==> src/rtl/card_shoe_dealer_pkg.sv <==
// Shared types and constants for the card shoe dealer: mode codes, FSM states,
// scripted deal tables and the rank-to-card-value mapping.
package card_pkg;

  localparam int NUM_RANKS  = 13;
  localparam int RW         = 6;  // per-rank counter width, holds up to 4*8 = 32
  localparam int SCRIPT_MAX = 5;

  localparam logic [2:0] MODE_RANDOM    = 3'b000;
  localparam logic [2:0] MODE_SIMPLE    = 3'b001;
  localparam logic [2:0] MODE_DOUBLE    = 3'b010;
  localparam logic [2:0] MODE_BLACKJACK = 3'b011;
  localparam logic [2:0] MODE_SPLIT     = 3'b100;

  typedef enum logic [2:0] {
    ST_IDLE, ST_REFILL, ST_DRAW1, ST_DRAW2, ST_DONE
  } state_t;

  // Rows are indexed by mode-1: simple, double, blackjack, split.
  localparam logic [3:0] SCRIPT_C1 [4][SCRIPT_MAX] = '{
    '{4'd10, 4'd4, 4'd4, 4'd0, 4'd0},
    '{4'd10, 4'd4, 4'd2, 4'd0, 4'd0},
    '{4'd10, 4'd8, 4'd0, 4'd0, 4'd0},
    '{4'd10, 4'd8, 4'd4, 4'd8, 4'd2}
  };
  localparam logic [3:0] SCRIPT_C2 [4][SCRIPT_MAX] = '{
    '{4'd8,  4'd6, 4'd0, 4'd0, 4'd0},
    '{4'd8,  4'd6, 4'd0, 4'd0, 4'd0},
    '{4'd1,  4'd9, 4'd0, 4'd0, 4'd0},
    '{4'd10, 4'd0, 4'd0, 4'd0, 4'd0}
  };
  localparam logic [2:0] SCRIPT_LEN [4] = '{3'd3, 3'd3, 3'd3, 3'd5};

  // Rank 0 is the ace (value 1); ranks 9..12 (ten, J, Q, K) all score 10.
  function automatic logic [3:0] rank_value(input logic [3:0] rank);
    return (rank >= 4'd9) ? 4'd10 : rank + 4'd1;
  endfunction

  function automatic logic [3:0] fold_rank(input logic [3:0] raw);
    return (raw >= 4'd13) ? raw - 4'd13 : raw;
  endfunction

endpackage

==> src/rtl/card_shoe_dealer_if.sv <==
// Request/response bundle between the game-control FSM (master) and the dealer (slave).
// Handshake: a request (shuffle_req or deal_req) is taken on the rising clk edge where
// ready=1; the dealer then drops ready until it returns to idle, and a deal completes
// with a single-cycle card_valid pulse. Requests seen while ready=0 are ignored.
interface card_shoe_dealer_if
  import card_pkg::*;
  #(parameter int CW = 9) ();

  logic [2:0]    mode;
  logic          deal_req;
  logic          deal_two;
  logic          shuffle_req;
  logic          ready;
  logic          card_valid;
  logic [3:0]    card1_out;
  logic [3:0]    card2_out;
  logic [CW-1:0] cards_left;
  logic          shoe_low;
  logic          script_done;
  state_t        dbg_state;

  modport master (
    output mode, deal_req, deal_two, shuffle_req,
    input  ready, card_valid, card1_out, card2_out, cards_left, shoe_low,
           script_done, dbg_state
  );

  modport slave (
    input  mode, deal_req, deal_two, shuffle_req,
    output ready, card_valid, card1_out, card2_out, cards_left, shoe_low,
           script_done, dbg_state
  );

endinterface

==> src/rtl/card_shoe_dealer_lfsr16.sv <==
// 16-bit Fibonacci LFSR (taps 16,14,13,11) that steps only while enabled.
module card_lfsr16 #(
  parameter logic [15:0] SEED = 16'hACE1
) (
  input  logic        clk,
  input  logic        reset_n,
  input  logic        enable,
  output logic [15:0] state
);

  always_ff @(posedge clk or negedge reset_n) begin
    if (!reset_n) begin
      state <= SEED;
    end else if (enable) begin
      state <= {state[14:0], state[15] ^ state[13] ^ state[12] ^ state[10]};
    end
  end

endmodule

==> src/rtl/card_shoe_dealer.sv <==
// Multi-deck shoe dealer: draws ranks via LFSR with linear probing so no rank exceeds
// its population, refills on empty, and replays fixed scripts in the test modes.
module card_shoe_dealer
  import card_pkg::*;
#(
  parameter int          NUM_DECKS    = 1,
  parameter logic [15:0] LFSR_SEED    = 16'hACE1,
  parameter int          RESHUFFLE_AT = 15,
  parameter int          CW           = 9
) (
  input  logic                clk,
  input  logic                reset_n,
  card_shoe_dealer_if.slave   bus
);

  localparam logic [RW-1:0] RANK_FULL = RW'(4 * NUM_DECKS);
  localparam logic [CW-1:0] SHOE_FULL = CW'(52 * NUM_DECKS);

  state_t        state_q, state_d, ret_q, ret_d;
  logic [RW-1:0] count_q [NUM_RANKS];
  logic [CW-1:0] left_q;
  logic [15:0]   lfsr;
  logic [3:0]    probe_q, val1_q, card1_q, card2_q;
  logic          first_q, two_q, sd_q;
  logic [2:0]    idx_q, last_mode_q;

  logic [3:0]    cand, draw_val;
  logic          hit, mode_chg, scripted;
  logic [2:0]    eff_idx;
  logic [1:0]    sidx;
  logic          unused_lfsr;

  card_lfsr16 #(.SEED(LFSR_SEED)) u_lfsr (
    .clk     (clk),
    .reset_n (reset_n),
    .enable  (state_q != ST_IDLE),
    .state   (lfsr)
  );

  assign unused_lfsr = ^lfsr[15:4];

  always_comb begin
    state_d  = state_q;
    ret_d    = ret_q;
    cand     = first_q ? fold_rank(lfsr[3:0]) : probe_q;
    hit      = (count_q[cand] != '0);
    draw_val = rank_value(cand);
    mode_chg = (bus.mode != last_mode_q);
    eff_idx  = mode_chg ? 3'd0 : idx_q;
    scripted = (bus.mode >= MODE_SIMPLE) && (bus.mode <= MODE_SPLIT);
    sidx     = bus.mode[1:0] - 2'd1;
    case (state_q)
      ST_IDLE: begin
        if (bus.shuffle_req) begin
          state_d = ST_REFILL;
          ret_d   = ST_IDLE;
        end else if (bus.deal_req) begin
          if (bus.mode != MODE_RANDOM) begin
            state_d = ST_DONE;
          end else if (left_q == '0) begin
            state_d = ST_REFILL;
            ret_d   = ST_DRAW1;
          end else begin
            state_d = ST_DRAW1;
          end
        end
      end
      ST_REFILL: state_d = ret_q;
      ST_DRAW1: begin
        if (hit) begin
          if (!two_q) begin
            state_d = ST_DONE;
          end else if (left_q == CW'(1)) begin
            // This hit takes the last card, so the second draw needs a fresh shoe.
            state_d = ST_REFILL;
            ret_d   = ST_DRAW2;
          end else begin
            state_d = ST_DRAW2;
          end
        end
      end
      ST_DRAW2: if (hit) state_d = ST_DONE;
      ST_DONE:  state_d = ST_IDLE;
      default:  state_d = ST_IDLE;
    endcase
  end

  always_ff @(posedge clk or negedge reset_n) begin
    if (!reset_n) begin
      state_q <= ST_IDLE;
      ret_q   <= ST_IDLE;
      for (int r = 0; r < NUM_RANKS; r++) count_q[r] <= RANK_FULL;
      left_q      <= SHOE_FULL;
      probe_q     <= 4'd0;
      val1_q      <= 4'd0;
      card1_q     <= 4'd0;
      card2_q     <= 4'd0;
      first_q     <= 1'b1;
      two_q       <= 1'b0;
      sd_q        <= 1'b0;
      idx_q       <= 3'd0;
      last_mode_q <= 3'd0;
    end else begin
      state_q <= state_d;
      ret_q   <= ret_d;
      // A miss moves the probe to the next rank; anything else rearms the LFSR pick.
      if ((state_q == ST_DRAW1 || state_q == ST_DRAW2) && !hit) begin
        first_q <= 1'b0;
        probe_q <= (cand == 4'd12) ? 4'd0 : cand + 4'd1;
      end else begin
        first_q <= 1'b1;
      end
      case (state_q)
        ST_IDLE: begin
          last_mode_q <= bus.mode;
          sd_q        <= 1'b0;
          if (mode_chg) idx_q <= 3'd0;
          if (!bus.shuffle_req && bus.deal_req) begin
            two_q <= bus.deal_two;
            if (scripted) begin
              card1_q <= SCRIPT_C1[sidx][eff_idx];
              card2_q <= SCRIPT_C2[sidx][eff_idx];
              if (eff_idx == SCRIPT_LEN[sidx] - 3'd1) begin
                idx_q <= 3'd0;
                sd_q  <= 1'b1;
              end else begin
                idx_q <= eff_idx + 3'd1;
              end
            end else if (bus.mode != MODE_RANDOM) begin
              card1_q <= 4'd0;
              card2_q <= 4'd0;
            end
          end
        end
        ST_REFILL: begin
          for (int r = 0; r < NUM_RANKS; r++) count_q[r] <= RANK_FULL;
          left_q <= SHOE_FULL;
        end
        ST_DRAW1, ST_DRAW2: begin
          if (hit) begin
            count_q[cand] <= count_q[cand] - RW'(1);
            left_q        <= left_q - CW'(1);
            if (state_q == ST_DRAW2) begin
              card1_q <= val1_q;
              card2_q <= draw_val;
            end else if (two_q) begin
              val1_q <= draw_val;
            end else begin
              card1_q <= draw_val;
              card2_q <= 4'd0;
            end
          end
        end
        default: ;
      endcase
    end
  end

  assign bus.ready       = (state_q == ST_IDLE);
  assign bus.card_valid  = (state_q == ST_DONE);
  assign bus.script_done = sd_q && (state_q == ST_DONE);
  assign bus.card1_out   = card1_q;
  assign bus.card2_out   = card2_q;
  assign bus.cards_left  = left_q;
  assign bus.shoe_low    = (left_q < CW'(RESHUFFLE_AT));
  assign bus.dbg_state   = state_q;

endmodule

==> src/flat_wrapper.sv <==
// flat-port wrapper written by rule: the top's interface ports become plain ports
module card_shoe_dealer_flat import card_pkg::*;
#(
  parameter int          NUM_DECKS    = 1,
  parameter logic [15:0] LFSR_SEED    = 16'hACE1,
  parameter int          RESHUFFLE_AT = 15,
  parameter int          CW           = 9
)
  (clk, reset_n, bus_mode, bus_deal_req, bus_deal_two, bus_shuffle_req, bus_ready, bus_card_valid, bus_card1_out, bus_card2_out, bus_cards_left, bus_shoe_low, bus_script_done, bus_dbg_state);
  card_shoe_dealer_if #(.CW(CW)) bus_i ();
  input  logic clk;
  input  logic reset_n;
  input wire logic [$bits(bus_i.mode)-1:0] bus_mode;
  input wire logic [$bits(bus_i.deal_req)-1:0] bus_deal_req;
  input wire logic [$bits(bus_i.deal_two)-1:0] bus_deal_two;
  input wire logic [$bits(bus_i.shuffle_req)-1:0] bus_shuffle_req;
  output wire logic [$bits(bus_i.ready)-1:0] bus_ready;
  output wire logic [$bits(bus_i.card_valid)-1:0] bus_card_valid;
  output wire logic [$bits(bus_i.card1_out)-1:0] bus_card1_out;
  output wire logic [$bits(bus_i.card2_out)-1:0] bus_card2_out;
  output wire logic [$bits(bus_i.cards_left)-1:0] bus_cards_left;
  output wire logic [$bits(bus_i.shoe_low)-1:0] bus_shoe_low;
  output wire logic [$bits(bus_i.script_done)-1:0] bus_script_done;
  output wire logic [$bits(bus_i.dbg_state)-1:0] bus_dbg_state;
  assign bus_i.mode = bus_mode;
  assign bus_i.deal_req = bus_deal_req;
  assign bus_i.deal_two = bus_deal_two;
  assign bus_i.shuffle_req = bus_shuffle_req;
  assign bus_ready = bus_i.ready;
  assign bus_card_valid = bus_i.card_valid;
  assign bus_card1_out = bus_i.card1_out;
  assign bus_card2_out = bus_i.card2_out;
  assign bus_cards_left = bus_i.cards_left;
  assign bus_shoe_low = bus_i.shoe_low;
  assign bus_script_done = bus_i.script_done;
  assign bus_dbg_state = bus_i.dbg_state;
  card_shoe_dealer #(.NUM_DECKS(NUM_DECKS), .LFSR_SEED(LFSR_SEED), .RESHUFFLE_AT(RESHUFFLE_AT), .CW(CW)) u_core (.clk(clk), .reset_n(reset_n), .bus(bus_i));
endmodule
==> config.mk <==
export PLATFORM = sky130hd
export DESIGN_NAME = card_shoe_dealer_flat
export DESIGN_NICKNAME = d
export VERILOG_FILES = /design/src/rtl/card_shoe_dealer_pkg.sv /design/src/rtl/card_shoe_dealer_if.sv /design/src/rtl/card_shoe_dealer_lfsr16.sv /design/src/rtl/card_shoe_dealer.sv /design/src/flat_wrapper.sv
export SDC_FILE = /design/constraint.sdc
export NUM_CORES = 1
export LEC_CHECK = 0
export CORE_UTILIZATION = 55
export CTS_CLUSTER_DIAMETER = 120
export DETAILED_ROUTE_END_ITERATION = 12
export GPL_TIMING_DRIVEN = 0
export PLACE_DENSITY = 0.77
export RECOVER_POWER = 25
export SKIP_CTS_REPAIR_TIMING = 1
export SYNTH_ARGS = -nofsm -noshare
export SYNTH_HDL_FRONTEND = slang
export SYNTH_HIERARCHICAL = 1
export SYNTH_SLANG_ARGS = --single-unit
==> constraint.sdc <==
create_clock -name clk -period 4.7 [get_ports clk]
set_input_delay 1.175 -clock clk [delete_from_list [all_inputs] [get_ports clk]]
set_output_delay 1.175 -clock clk [all_outputs]
set_load 0.02 [all_outputs]
==> qor.yml <==
num-fill-cells: 1066
crit_top_cell: "buf_6"
cpMaxStageDelayCell: "dfstp_2"
dr.pass1.iters: 6
grt_pass1_vias: 6504
period_minus_slack_ns: 4.601
dp_hpwl_mm: 15.38
ant_nets: 0
clock_latency_ns: 0.43
gp_congestion: 0.9407
grt.overflow.total: 0
rows: 42
status: "complete, but fails checks"
path_buf_inv: 7
synth-seq-cells: 133
critPathMaxFanout: 10
globalRouteTotalUtil_pct: 32.04
setup_tns_ns: 0
crit_chain: "buf_4, ha_1, and2b_4, a2111o_1, buf_6, nand2_8, buf_12, mux2i_4, o22ai_1, o32a_1, buf_4, buf_6, inv_2, ha_4, nand4_1, nor4_4, buf_6, nand2_2, nand2_4, mux2_2"
drtIter0Drc: 748
final_cell_mix: "dfrtp_1 (108), nand2_1 (98), o21ai_0 (54), nor2_1 (51), mux2i_1 (44)"
cp_data_arrival_time_ns: 4.91
clkTransAtPathRegs_ns: 0.06
die_area_mm2: 0.01445
cts_buffers: 17
yosysSeqAreaShare_pct: 43.70
dieWidth_um: 120.2
worstPathRequired_ns: 5.01
yosysWarnings: 6
synth.distinct_cells: 78
start_util_pct: 57.14
htree_levels: 4
syn_nets: 798
vias_per_cell: 6.432
final_hold_viol_count: 0
tritoncts: "built"
grt_max_degree: 102
cap_violations: 1
async_flop_share_pct: 100.0
clock-sinks: 133
cts_root_buffer: "clkbuf_16"
n_antenna_cell: 0
hold_class: "reg2reg"
synth_edf_count: 0
violations: "capacitance limit, slew limit"
syn_area_per_cell_um2: 9.945
critPathKind: "reg2reg"
core_mm2: 0.01345
antenna_found_initial: 0
synthCells: 773
synthesis.area_mm2: 0.007687
drc: 0
drt-total-wl_mm: 22.29
die_h_um: 120.2
max_slew_margin_pct: -10.81
final_max_slew_viol_count: 34
final-setup-viol-count: 0
skew_ns: 0.006307
startpoint_type: "register"
ios: 32
fin_nets: 859
yosys_most_used_dff: "dfrtp_1"
fmax_mhz: 217.3
area_growth_pct: 17.01
tightest_slew_ns: 1.662
post-route-period-util_pct: 97.89
drive_gt1_share_pct: 20.78
grt_first_pass_wirelength_mm: 34.96
clockBufferDepth: 2
final_common_cell: "dfrtp_1"
port_buffers: 31
num_vias: 6580
cpPeakStageDelay_ns: 0.58
cp_top_family: "simple AND/OR/NAND/NOR gates"
endpoint_kind: "register"
wl_per_cell_um: 21.79
-- area by class of cell --
| class | count | area (um^2) | area share, % |
|---|---|---|---|
| sequential | 133 | 3359 | 37.35 |
| timing repair buffer | 42 | 399.1 | 4.437 |
| inverter | 23 | 86.33 | 0.9598 |
| tap | 176 | 220.2 | 2.448 |
| buffer | 50 | 307.8 | 3.422 |
| clock buffer | 19 | 452.9 | 5.035 |
| multi-input combinational | 567 | 4046 | 44.99 |
| clock inverter | 13 | 122.6 | 1.363 |
-- registers in the layout, indices dropped and copies added, names as in the netlist --
register / count
u_core/val1_q: 4
u_core/bus.card2_out: 4
u_core/idx_q: 3
u_core/ret_q: 2
u_core/probe_q: 4
u_core/bus.cards_left: 9
u_core/u_lfsr/state: 16
u_core/count_q: 78
u_core/sd_q: 1
u_core/bus.card1_out: 4
u_core/two_q: 1
u_core/last_mode_q: 3
u_core/first_q: 1
u_core/bus.dbg_state: 3
-- through the flow --
step	util, %	hold WS (ns)	setup slack, ns	instance area, um^2	std cells
2_1_floorplan	-	0.4385	0.4677	7687	773
3_3_place_gp	61.09	0.4518	-2.610	8218	980
3_5_place_dp	61.30	0.4475	-0.6310	8247	981
4_1_cts	65.58	0.4595	-0.6624	8822	1013
5_1_grt	66.86	0.4959	-0.01209	8995	1023
6_report	66.86	0.4586	0.09902	8995	1023
-- metal layers --
| layer | GRT usage, % | vias to the layer above | part of all wire [%] |
|---|---|---|---|
| li1 | - | 2933 | - |
| met1 | 42.23 | 3286 | 42 |
| met2 | 51.11 | 294 | 48 |
| met3 | 6.651 | 67 | 6.9 |
| met4 | 14.20 | 0 | 3.3 |
| met5 | 0 | - | 0 |
-- path summary, 6_finish.rpt --
kind                       depth (start not counted)                       to  slack, ns              startpoint
max                                               20  u_core/bus.card2_out[0]        0.1  u_core/u_lfsr/state[0]
max in group asynchronous                          2       u_core/count_q[40]       1.21                 reset_n
min reg2reg                                        2       u_core/count_q[20]       0.46      u_core/count_q[20]
min                                                2       u_core/count_q[20]       0.46      u_core/count_q[20]
min in group asynchronous                          1    u_core/last_mode_q[1]       1.17                 reset_n
max reg2reg                                       20  u_core/bus.card2_out[0]        0.1  u_core/u_lfsr/state[0]
-- cell families after synthesis --
logic type,synth area share (%)
AND/OR/NAND/NOR,18.25
XOR/XNOR,1.139
multiplexers,12.83
buffers and inverters,4.606
AO/OA/AOI/OAI,16.72
adder cells (fa/ha/maj),2.767
flip-flops,43.70
-- worst min-delay path, cell delays in order, from the launching register on --
cell and delay, ns:
dfstp_2 0.37, inv_1 0.04, a32oi_1 0.05
-- synthesized netlist by cell type (6+ instances only) --
cell / count / area [um^2]
a31oi_1: 11 / 68.82
o21ai_0: 54 / 270.3
o31ai_1: 8 / 60.06
nor2_1: 54 / 202.7
a32oi_1: 11 / 96.34
nor3_1: 16 / 80.08
mux2i_1: 46 / 460.4
a22oi_1: 9 / 67.56
a32o_1: 10 / 100.1
dfstp_2: 25 / 656.9
dfrtp_1: 108 / 2703
nand2b_1: 13 / 81.33
nor3_4: 6 / 97.59
ha_1: 17 / 212.7
nand2_1: 99 / 371.6
and2_1: 6 / 37.54
a22o_1: 12 / 105.1
mux2_4: 11 / 165.2
a21oi_1: 23 / 115.1
nor4_1: 7 / 43.79
inv_1: 21 / 78.83
mux2_2: 25 / 281.5
buf_2: 18 / 90.09
clkbuf_1: 23 / 86.33
nand3_1: 33 / 165.2
Power is not shown: default switching activity piles up to over one toggle a cycle in this logic, so the estimate is an artifact.
